[src/rtl/serial_adder_if.sv]
// Handshake and operand/result bundle for the bit-serial adder.
// The master drives the request and operands; the slave returns status and result.
interface serial_adder_if #(
    parameter int WIDTH = 4
);
    logic             start;
    logic [WIDTH-1:0] a;
    logic [WIDTH-1:0] b;
    logic             cin;
    logic             busy;
    logic             done;
    logic [WIDTH-1:0] sum;
    logic             cout;
    logic             ovf;

    modport master (
        output start, a, b, cin,
        input  busy, done, sum, cout, ovf
    );

    modport slave (
        input  start, a, b, cin,
        output busy, done, sum, cout, ovf
    );
endinterface

[src/rtl/serial_adder.sv]
// Bit-serial ripple adder: one full-add cell and a carry flip-flop produce
// A + B + cin one bit per clock, LSB first, with a one-cycle done pulse.
module serial_adder #(
    parameter int WIDTH = 4
) (
    input  logic           clk,
    input  logic           rst,
    serial_adder_if.slave  bus
);
    localparam int CW = (WIDTH > 1) ? $clog2(WIDTH) : 1;
    localparam logic [CW-1:0] LAST = CW'(WIDTH - 1);

    typedef enum logic [1:0] {IDLE, RUN, DONE} state_t;

    state_t           r_state;
    logic [WIDTH-1:0] r_aSh;
    logic [WIDTH-1:0] r_bSh;
    logic [WIDTH-1:0] r_res;
    logic [WIDTH-1:0] r_sum;
    logic [CW-1:0]    r_count;
    logic             r_carry;
    logic             r_cout;
    logic             r_ovf;
    logic             r_busy;
    logic             r_done;

    logic             w_bit;
    logic             w_carryNext;

    assign w_bit       = r_aSh[0] ^ r_bSh[0] ^ r_carry;
    assign w_carryNext = (r_aSh[0] & r_bSh[0]) | ((r_aSh[0] ^ r_bSh[0]) & r_carry);

    always_ff @(posedge clk) begin
        if (rst) begin
            r_state <= IDLE;
            r_aSh   <= '0;
            r_bSh   <= '0;
            r_res   <= '0;
            r_sum   <= '0;
            r_count <= '0;
            r_carry <= 1'b0;
            r_cout  <= 1'b0;
            r_ovf   <= 1'b0;
            r_busy  <= 1'b0;
            r_done  <= 1'b0;
        end else begin
            r_done <= 1'b0;
            case (r_state)
                // DONE accepts a new request exactly like IDLE, giving back-to-back operation
                IDLE, DONE: begin
                    if (bus.start) begin
                        r_aSh   <= bus.a;
                        r_bSh   <= bus.b;
                        r_carry <= bus.cin;
                        r_count <= '0;
                        r_busy  <= 1'b1;
                        r_state <= RUN;
                    end else begin
                        r_busy  <= 1'b0;
                        r_state <= IDLE;
                    end
                end
                RUN: begin
                    r_res   <= {w_bit, r_res[WIDTH-1:1]};
                    r_aSh   <= r_aSh >> 1;
                    r_bSh   <= r_bSh >> 1;
                    r_carry <= w_carryNext;
                    r_count <= r_count + 1'b1;
                    // On the MSB step r_carry is the carry into the MSB
                    if (r_count == LAST) begin
                        r_sum   <= {w_bit, r_res[WIDTH-1:1]};
                        r_cout  <= w_carryNext;
                        r_ovf   <= r_carry ^ w_carryNext;
                        r_busy  <= 1'b0;
                        r_done  <= 1'b1;
                        r_state <= DONE;
                    end
                end
                default: begin
                    r_busy  <= 1'b0;
                    r_state <= IDLE;
                end
            endcase
        end
    end

    assign bus.busy = r_busy;
    assign bus.done = r_done;
    assign bus.sum  = r_sum;
    assign bus.cout = r_cout;
    assign bus.ovf  = r_ovf;
endmodule

[src/flat_wrapper.sv]
// flat-port wrapper written by rule: the top's interface ports become plain ports
module serial_adder_flat 
#(
    parameter int WIDTH = 4
)
  (clk, rst, bus_start, bus_a, bus_b, bus_cin, bus_busy, bus_done, bus_sum, bus_cout, bus_ovf);
  serial_adder_if #(.WIDTH(WIDTH)) bus_i ();
  input  logic clk;
  input  logic rst;
  input wire logic [$bits(bus_i.start)-1:0] bus_start;
  input wire logic [$bits(bus_i.a)-1:0] bus_a;
  input wire logic [$bits(bus_i.b)-1:0] bus_b;
  input wire logic [$bits(bus_i.cin)-1:0] bus_cin;
  output wire logic [$bits(bus_i.busy)-1:0] bus_busy;
  output wire logic [$bits(bus_i.done)-1:0] bus_done;
  output wire logic [$bits(bus_i.sum)-1:0] bus_sum;
  output wire logic [$bits(bus_i.cout)-1:0] bus_cout;
  output wire logic [$bits(bus_i.ovf)-1:0] bus_ovf;
  assign bus_i.start = bus_start;
  assign bus_i.a = bus_a;
  assign bus_i.b = bus_b;
  assign bus_i.cin = bus_cin;
  assign bus_busy = bus_i.busy;
  assign bus_done = bus_i.done;
  assign bus_sum = bus_i.sum;
  assign bus_cout = bus_i.cout;
  assign bus_ovf = bus_i.ovf;
  serial_adder #(.WIDTH(WIDTH)) u_core (.clk(clk), .rst(rst), .bus(bus_i));
endmodule
[config.mk]
export PLATFORM = sky130hd
export DESIGN_NAME = serial_adder_flat
export DESIGN_NICKNAME = d
export VERILOG_FILES = /design/src/rtl/serial_adder_if.sv /design/src/rtl/serial_adder.sv /design/src/flat_wrapper.sv
export SDC_FILE = /design/constraint.sdc
export NUM_CORES = 1
export LEC_CHECK = 0
export ABC_AREA = 1
export CAP_MARGIN = 20
export CORE_AREA = 4 4 61 76
export DETAILED_ROUTE_END_ITERATION = 10
export DIE_AREA = 0 0 65 80
export DONT_BUFFER_PORTS = 1
export PLACE_DENSITY_LB_ADDON = 0.2
export SLEW_MARGIN = 20
export SYNTH_ARGS = -nofsm -noshare
export SYNTH_HDL_FRONTEND = slang
export SYNTH_SLANG_ARGS = --single-unit
[constraint.sdc]
create_clock -name clk -period 1.7 [get_ports clk]
set_clock_uncertainty 0.2 [all_clocks]
set_input_delay 0.17 -clock clk [delete_from_list [all_inputs] [get_ports clk]]
set_output_delay 0.17 -clock clk [all_outputs]
set_load 0.02 [all_outputs]
==> results of run 1 <==
sequential cells by signal, indices dropped and copies added (netlist names):
signal	cells
u_core.bus.busy	1
u_core.bus.cout	1
u_core.bus.done	1
u_core.bus.ovf	1
u_core.bus.sum	4
u_core.r_aSh	4
u_core.r_bSh	4
u_core.r_carry	1
u_core.r_count	2
u_core.r_res	3
u_core.r_state	2
worst register-to-register path: stages (launching register included):
cell	delay, ps
dfxtp_1	350
fa_1	480
inv_1	80
nand3_1	60
nand2_1	60
inv_1	50
nand2_1	50
nor2_1	40
per-layer routing:
| layer | track usage [%] | part of all wire, % |
|---|---|---|
| met2 | 17.9 | 51 |
| met5 | 0 | 0 |
| met3 | 2.54 | 2.7 |
| met4 | 5.71 | 1.5 |
| met1 | 12.1 | 44 |
synthesized netlist by cell type, types with 3 or more instances:
master	number
nor3_1	7
inv_1	18
a21oi_1	6
nand3b_1	3
o21ai_1	3
nand3_2	3
dfxtp_1	24
nand2_1	26
nor2_1	16
nand3_1	17
a21oi_2	4
timing repair:
| action | in CTS | in global routing |
|---|---|---|
| endpoints found under the hold margin | 19 | 0 |
| resized for setup | 0 | 0 |
| hold buffers | 10 | 0 |
placed cells by master (no fill, tap or decap):
cell / synthesis / routed
nand2_1: 26 / 26
nand3_2: 3 / 3
nand3b_1: 3 / 3
inv_4: 2 / 2
dlygate4sd3_1: 0 / 10
bufinv_16: 0 / 1
dfxtp_1: 24 / 24
inv_1: 18 / 18
o21ai_1: 3 / 3
buf_4: 1 / 1
o21ai_0: 1 / 1
a21oi_1: 6 / 6
a21oi_2: 4 / 4
ha_1: 1 / 1
fa_1: 1 / 1
nor3_1: 7 / 7
xor2_1: 1 / 1
nand2_4: 2 / 2
nor2_4: 1 / 1
clkbuf_8: 0 / 3
nand2_2: 2 / 2
nor2_1: 16 / 16
nor2_8: 1 / 1
nand3_1: 17 / 17
area by class of cell:
cell class,instances,area share (%)
repair buffers,11,8.09
clock buffers,3,3.10
inverters,20,6.02
flip-flops and latches,24,36.1
clock inverters,1,2.26
well taps,54,5.08
multi-input cells,95,39.3
power by group:
part | internal [mW] | total (mW) | switching [mW] | leakage, nW
clock | 0.315 | 0.503 | 0.189 | 0.0357
sequential | 0.597 | 0.621 | 0.0238 | 0.197
combinational | 0.0792 | 0.193 | 0.114 | 0.343
total | 0.991 | 1.32 | 0.327 | 0.575
kinds of logic after synthesis:
kind of cell | Yosys count | share of synthesized area [%]
simple gates | 78 | 34.7
buf+inv | 27 | 12.2
flops | 24 | 42.1
compound gates | 14 | 7.45
fa+ha+maj | 2 | 2.85
xor+xnor | 1 | 0.767
final timing paths:
path,startpoint,endpoint,slack (ps),cells after the start
max,u_core.r_carry$_SDFFE_PP0P_,u_core.r_carry$_SDFFE_PP0P_,230,7
min,rst,u_core.bus.ovf$_SDFFE_PP0P_,60,3
max reg2reg,u_core.r_carry$_SDFFE_PP0P_,u_core.r_carry$_SDFFE_PP0P_,230,7
min reg2reg,u_core.r_res[3]$_SDFFE_PP0P_,u_core.bus.sum[2]$_SDFFE_PP0P_,270,2
==> impl_results.rst, run 1 <==
.. list-table::
   :header-rows: 1

   * - Metric
     - Value
   * - Setup violators final
     - 0
   * - Gate family responsible for the most delay along the worst path
     - adder cells
   * - PnR worst setup slack
     - roughly 230 ps
   * - Overflow left after global routing
     - 0
   * - Post-synth EDFFs
     - 0
   * - Fraction of final layout cells sized beyond drive strength 1
     - around 13%
   * - Site Rows
     - 25
   * - Antenna Nets Post-Route
     - 0
   * - H-tree depth
     - 1
   * - GRT Overall Usage
     - a little over a tenth
   * - Synth cell types
     - 25
   * - Drt total wl
     - 2.45 mm
   * - Critical-path cell with the highest stage delay
     - fa_1
   * - Async S/R FF share, synth
     - 0%
   * - Filler instances
     - roughly 400
   * - Result of the run
     - finished clean
   * - Sequential standard cell area
     - between 400 and 500 µm²
   * - Total power after layout
     - approximately 1.3 mW
   * - Cell area after synthesis
     - about 1100 µm²
   * - Endpoint class of the critical path
     - flip-flop
   * - Post-Route Hold Slack
     - about 58 ps
   * - Detailed router's first-iteration violation count
     - 30
   * - Post-layout nets
     - between 150 and 200
   * - Classification of the worst setup path
     - flip-flop to flip-flop
   * - Max Slew Vio Count
     - 0
   * - Total inserted antenna cells
     - 0
   * - Effective utilization at floorplan
     - a little under 30%
   * - Clock slew seen by the registers of the worst setup and hold paths
     - approximately 90 ps
   * - Post-synth top area cell
     - dfxtp_1
   * - Max Cap Viol
     - 0
   * - Proportion of synthesized chip area in sequential cells
     - ~42%
   * - Minimum period implied by the final worst setup slack
     - 1470 ps
   * - Die width
     - 65 µm
   * - Top_reg_cell synth
     - dfxtp_1
   * - Worst EP required
     - 1660 ps
   * - Critical Path Source Type
     - flip-flop
   * - Final-report hold violation count
     - 0
   * - Synth Instances
     - about 150
   * - End-of-flow core utilization
     - 34.6%
   * - Critical Path, Cell by Cell
     - fa_1 -> inv_1 -> nand3_1 -> nand2_1 -> inv_1 -> nand2_1 -> nor2_1
   * - IO Count
     - 20
   * - CTS Root Cell
     - clkbuf_8
   * - Cell types occupying the most area after synthesis
     - dfxtp_1 (42%), nand2_1 (8.5%), nand3_1 (7.4%), inv_1 (5.9%), nor2_1 (5.3%)
   * - Number of synthesized register bits
     - 24
   * - Fin Setup TNS
     - 0 ps
   * - Total power divided by cell area
     - between 900 and 1000 nW/µm²
   * - Class of the tightest hold or removal check
     - primary input to flip-flop
   * - Layout Cells excl Fill
     - 208
   * - Total number of vias
     - 899
   * - Number of buffers added for setup after CTS
     - 0
   * - Crit Path Max Fanout
     - 3
   * - Buffer levels on the longest clock path
     - 2
   * - TritonCTS sink count
     - 24
   * - Average cell area after synthesis
     - just under 8 µm²
   * - Tightest slew margin relative to the limit
     - a little over three fifths
   * - Period utilization
     - between 80 and 90%
   * - Dpl cells
     - between 150 and 200
   * - Area used by multi-input combinational logic
     - 523 µm²
   * - Critical path arrival
     - 1430 ps
   * - DIE AREA
     - around 5200 µm²
   * - Placed cell areas
     - roughly 1200 µm²
   * - Wire length of the first global-routing pass
     - around 4.2 mm
   * - Number of I/O port buffers
     - 0
   * - Placed wire-length estimate after detailed placement
     - about 1.7 mm
   * - Pin slew with the least headroom to its limit
     - ~560 ps
   * - Share of Yosys cell area claimed by the top area cell type
     - approximately 42%
   * - Delay of the slowest cell on the worst path
     - approximately 480 ps
   * - Worst VDD drop
     - ~0.00031 V
   * - Number of global-route vias before repair
     - about 890
   * - Worst slack at placement
     - ~230 ps
   * - Sum of buffers and inverters on the critical path
     - 2
   * - Pre-Repair DR Iteration Count
     - 4
   * - Pin count of the biggest net entering global routing
     - 22
   * - Number of warnings printed during yosys synthesis
     - 0
   * - Final cell area excluding filler cells
     - 1330 µm²
   * - Post-DR vias/cell
     - 4.32
   * - Number of antenna violations at the first check in global routing
     - 0
   * - Clock tree from TritonCTS
     - built
   * - Core area
     - around 3800 µm²
   * - Post-synthesis net count
     - 160
   * - Number of clock buffers inserted by TritonCTS
     - 3
   * - Upper clock frequency limit
     - roughly 680 MHz
   * - Insertion delay to the later sink of the worst-skew pair
     - between 200 and 300 ps
   * - Routability congestion estimate
     - 0.734
   * - Die Height
     - approximately 80 µm
   * - Post-DR wirelength/cell
     - around 12 µm
   * - Unrepaired setup endpoints after global routing
     - no
   * - Number of DRC violations after detailed routing
     - 0
   * - Leakage power summed over all cells
     - ~0.58 nW
   * - Area Growth Syn to Fin
     - 16.4%
Power figures use the tool's default switching activity.
==> run 2, diff against run 1 <==
--- a/config.mk
+++ b/config.mk
@@ -11,7 +11,7 @@
 export DETAILED_ROUTE_END_ITERATION = 10
 export DIE_AREA = 0 0 65 80
 export DONT_BUFFER_PORTS = 1
-export PLACE_DENSITY_LB_ADDON = 0.2
+export PLACE_DENSITY = 0.47
 export SLEW_MARGIN = 20
 export SYNTH_ARGS = -nofsm -noshare
 export SYNTH_HDL_FRONTEND = slang
==> run 2 against run 1 <==
Net effect:
- fmax rose by 0.74%
- setup slack improved by 11 ps
- sequential power barely moved
- global-route usage fell by 0.67 points
- critical path depth did not move
- clock-buffer cell count did not move
- register-to-register slack barely moved
- combinational power barely moved
- non-clock buffer count did not move
- flip-flop and latch count did not move
- highest routed layer unchanged
==> impl_results.rst, run 2 (same netlist as run 1, synthesis figures left out) <==
.. list-table::
   :header-rows: 1

   * - Metric
     - Value
   * - Result of the run
     - finished clean
   * - IO Count
     - 20
   * - TritonCTS sink count
     - 24
   * - Minimum period implied by the final worst setup slack
     - about 1500 ps
   * - Max Slew Vio Count
     - 0
   * - Sum of buffers and inverters on the critical path
     - 2
   * - Max Cap Viol
     - 0
   * - Placed wire-length estimate after detailed placement
     - 1.66 mm
   * - Total inserted antenna cells
     - 0
   * - Hold Path Sink
     - u_core.bus.ovf$_SDFFE_PP0P_
   * - CTS Root Cell
     - clkbuf_8
   * - Final-report hold violation count
     - 0
   * - Post-DR vias/cell
     - 4.31
   * - Wire length of the first global-routing pass
     - approximately 4.1 mm
   * - Number of I/O port buffers
     - 0
   * - Worst Hold Depth
     - 3
   * - Leakage power summed over all cells
     - roughly 0.58 nW
   * - DIE AREA
     - 5200 µm²
   * - Classification of the worst setup path
     - flip-flop to flip-flop
   * - Drt total wl
     - around 2.4 mm
   * - Critical-path cell with the highest stage delay
     - fa_1
   * - Routability congestion estimate
     - around 0.7
   * - Area Growth Syn to Fin
     - 16.4%
   * - Tightest slew margin relative to the limit
     - approximately 64%
   * - Antenna Nets Post-Route
     - 0
   * - Clock tree from TritonCTS
     - built
   * - Number of clock buffers inserted by TritonCTS
     - 3
   * - Number of DRC violations after detailed routing
     - 0
   * - Number of global-route vias before repair
     - roughly 930
   * - Wire length on met1
     - 1.07 mm
   * - Detailed router's first-iteration violation count
     - 24
   * - Crit Path Max Fanout
     - 3
   * - Endpoint class of the critical path
     - flip-flop
   * - Pin slew with the least headroom to its limit
     - about 540 ps
   * - Buffer levels on the longest clock path
     - 2
   * - Gate family responsible for the most delay along the worst path
     - adder cells
   * - Fin Setup TNS
     - 0 ps
   * - Commonest non-fill, non-tap cells in the layout
     - nand2_1 (26), dfxtp_1 (24), inv_1 (18)
   * - Top metal layer carrying routed signals
     - met4
   * - Number of buffers added for setup after CTS
     - 0
   * - Delay of the slowest cell on the worst path
     - 480 ps
   * - GRT Overall Usage
     - about a tenth
   * - Critical path arrival
     - roughly 1400 ps
   * - Fraction of final layout cells sized beyond drive strength 1
     - 13.0%
   * - Metal3 WL
     - 64 µm
   * - Pre-Repair DR Iteration Count
     - 4
   * - Site Rows
     - 25
   * - Post-layout nets
     - approximately 170
   * - Overflow left after global routing
     - 0
   * - Register-to-register path setup slack
     - about 240 ps
   * - Cells resized by post-CTS repair
     - 0
   * - Die Height
     - 80 µm
   * - Clock slew seen by the registers of the worst setup and hold paths
     - approximately 90 ps
   * - Upper clock frequency limit
     - 685 MHz
   * - Setup violators final
     - 0
   * - Reg2reg start
     - u_core.r_carry$_SDFFE_PP0P_
   * - Pin count of the biggest net entering global routing
     - 22
   * - Worst VDD drop
     - approximately 0.00028 V
   * - Effective utilization at floorplan
     - a little under 30%
   * - Total power after layout
     - about 1.3 mW
   * - Total number of vias
     - about 900
   * - Unrepaired setup endpoints after global routing
     - no
   * - Critical Path, Cell by Cell
     - fa_1 -> inv_1 -> nand3_1 -> nand2_1 -> inv_1 -> nand2_1 -> nor2_1
   * - Worst Hold Launch
     - rst
   * - Period utilization
     - between 80% and 90%
   * - Crit Reg-Reg Endpoint
     - u_core.r_carry$_SDFFE_PP0P_
   * - Insertion delay to the later sink of the worst-skew pair
     - approximately 260 ps
   * - Core area
     - just under 4000 µm²
   * - Class of the tightest hold or removal check
     - primary input to flip-flop
   * - Total power divided by cell area
     - 989 nW/µm²
   * - Most common library cell in the layout ignoring fill and taps
     - nand2_1
   * - Number of antenna violations at the first check in global routing
     - 0
   * - Depth of the most critical reg-to-reg path
     - 7
   * - Worst EP required
     - about 1700 ps
   * - H-tree depth
     - 1
   * - Critical Path Source Type
     - flip-flop
   * - Post-DR wirelength/cell
     - ~11 µm
   * - Sum of met2 wire segment lengths after detailed routing
     - between 1 and 1.5 mm
   * - Die width
     - 65 µm
   * - Filler instances
     - just over 400
run 2: cell counts in the layout (fill, tap and decap cells not counted):
No cell type changed its count.
run 2: repair_timing:
action | in CTS | in global routing
setup endpoints to repair | 0 | 0
hold buffers | 10 | 0
endpoints found under the hold margin | 19 | 0
run 2: per-layer routing:
| layer | global-route usage, % | up-vias |
|---|---|---|
| met1 | 10.5 | 410 |
| met4 | 3.17 | 0 |
| met2 | 18.8 | 8 |
| li1 | - | 476 |
| met5 | 0 | - |
| met3 | 2.39 | 2 |
run 2: worst min-delay path, cell delays in order:
cell and delay (ps):
inv_1 160, nand2_1 130, nor2_1 30
run 2: worst max path at each step:
stage,start,to,slack [ps],cells past startpoint
finish,u_core.r_carry$_SDFFE_PP0P_,u_core.r_carry$_SDFFE_PP0P_,240,7
global route,u_core.r_carry$_SDFFE_PP0P_,u_core.r_carry$_SDFFE_PP0P_,160,7
CTS,u_core.r_carry$_SDFFE_PP0P_,u_core.r_carry$_SDFFE_PP0P_,230,7
detailed placement,u_core.r_carry$_SDFFE_PP0P_,u_core.r_carry$_SDFFE_PP0P_,240,7
global placement,u_core.r_carry$_SDFFE_PP0P_,u_core.bus.ovf$_SDFFE_PP0P_,290,4
floorplan,u_core.r_carry$_SDFFE_PP0P_,u_core.bus.ovf$_SDFFE_PP0P_,320,4
run 2: through the flow:
step	worst slack [ps]	utilization, %	hold WS, ps	cell area (µm²)	instances
finish	241	34.6	59.6	1330	208
CTS	228	34.6	62.6	1330	208
detailed placement	238	30.1	38.3	1160	194
global placement	288	30.1	35.8	1160	194
floorplan	316	-	39.1	1140	146
global route	159	34.6	83.9	1330	208
run 2: cell type report:
class | instances | area [µm²] | area share, %
Clock buffer | 3 | 41.3 | 3.10
Clock inverter | 1 | 30.0 | 2.26
Inverter | 20 | 80.1 | 6.02
Multi-Input combinational cell | 95 | 523 | 39.3
Sequential cell | 24 | 480 | 36.1
Tap cell | 54 | 67.6 | 5.08
Timing Repair Buffer | 11 | 108 | 8.09
run 2: power by group:
group          switching, mW  internal, mW  total [mW]
combinational          0.113        0.0793       0.192
clock                  0.188         0.315       0.502
sequential            0.0236         0.597       0.621
total                  0.324         0.991        1.32
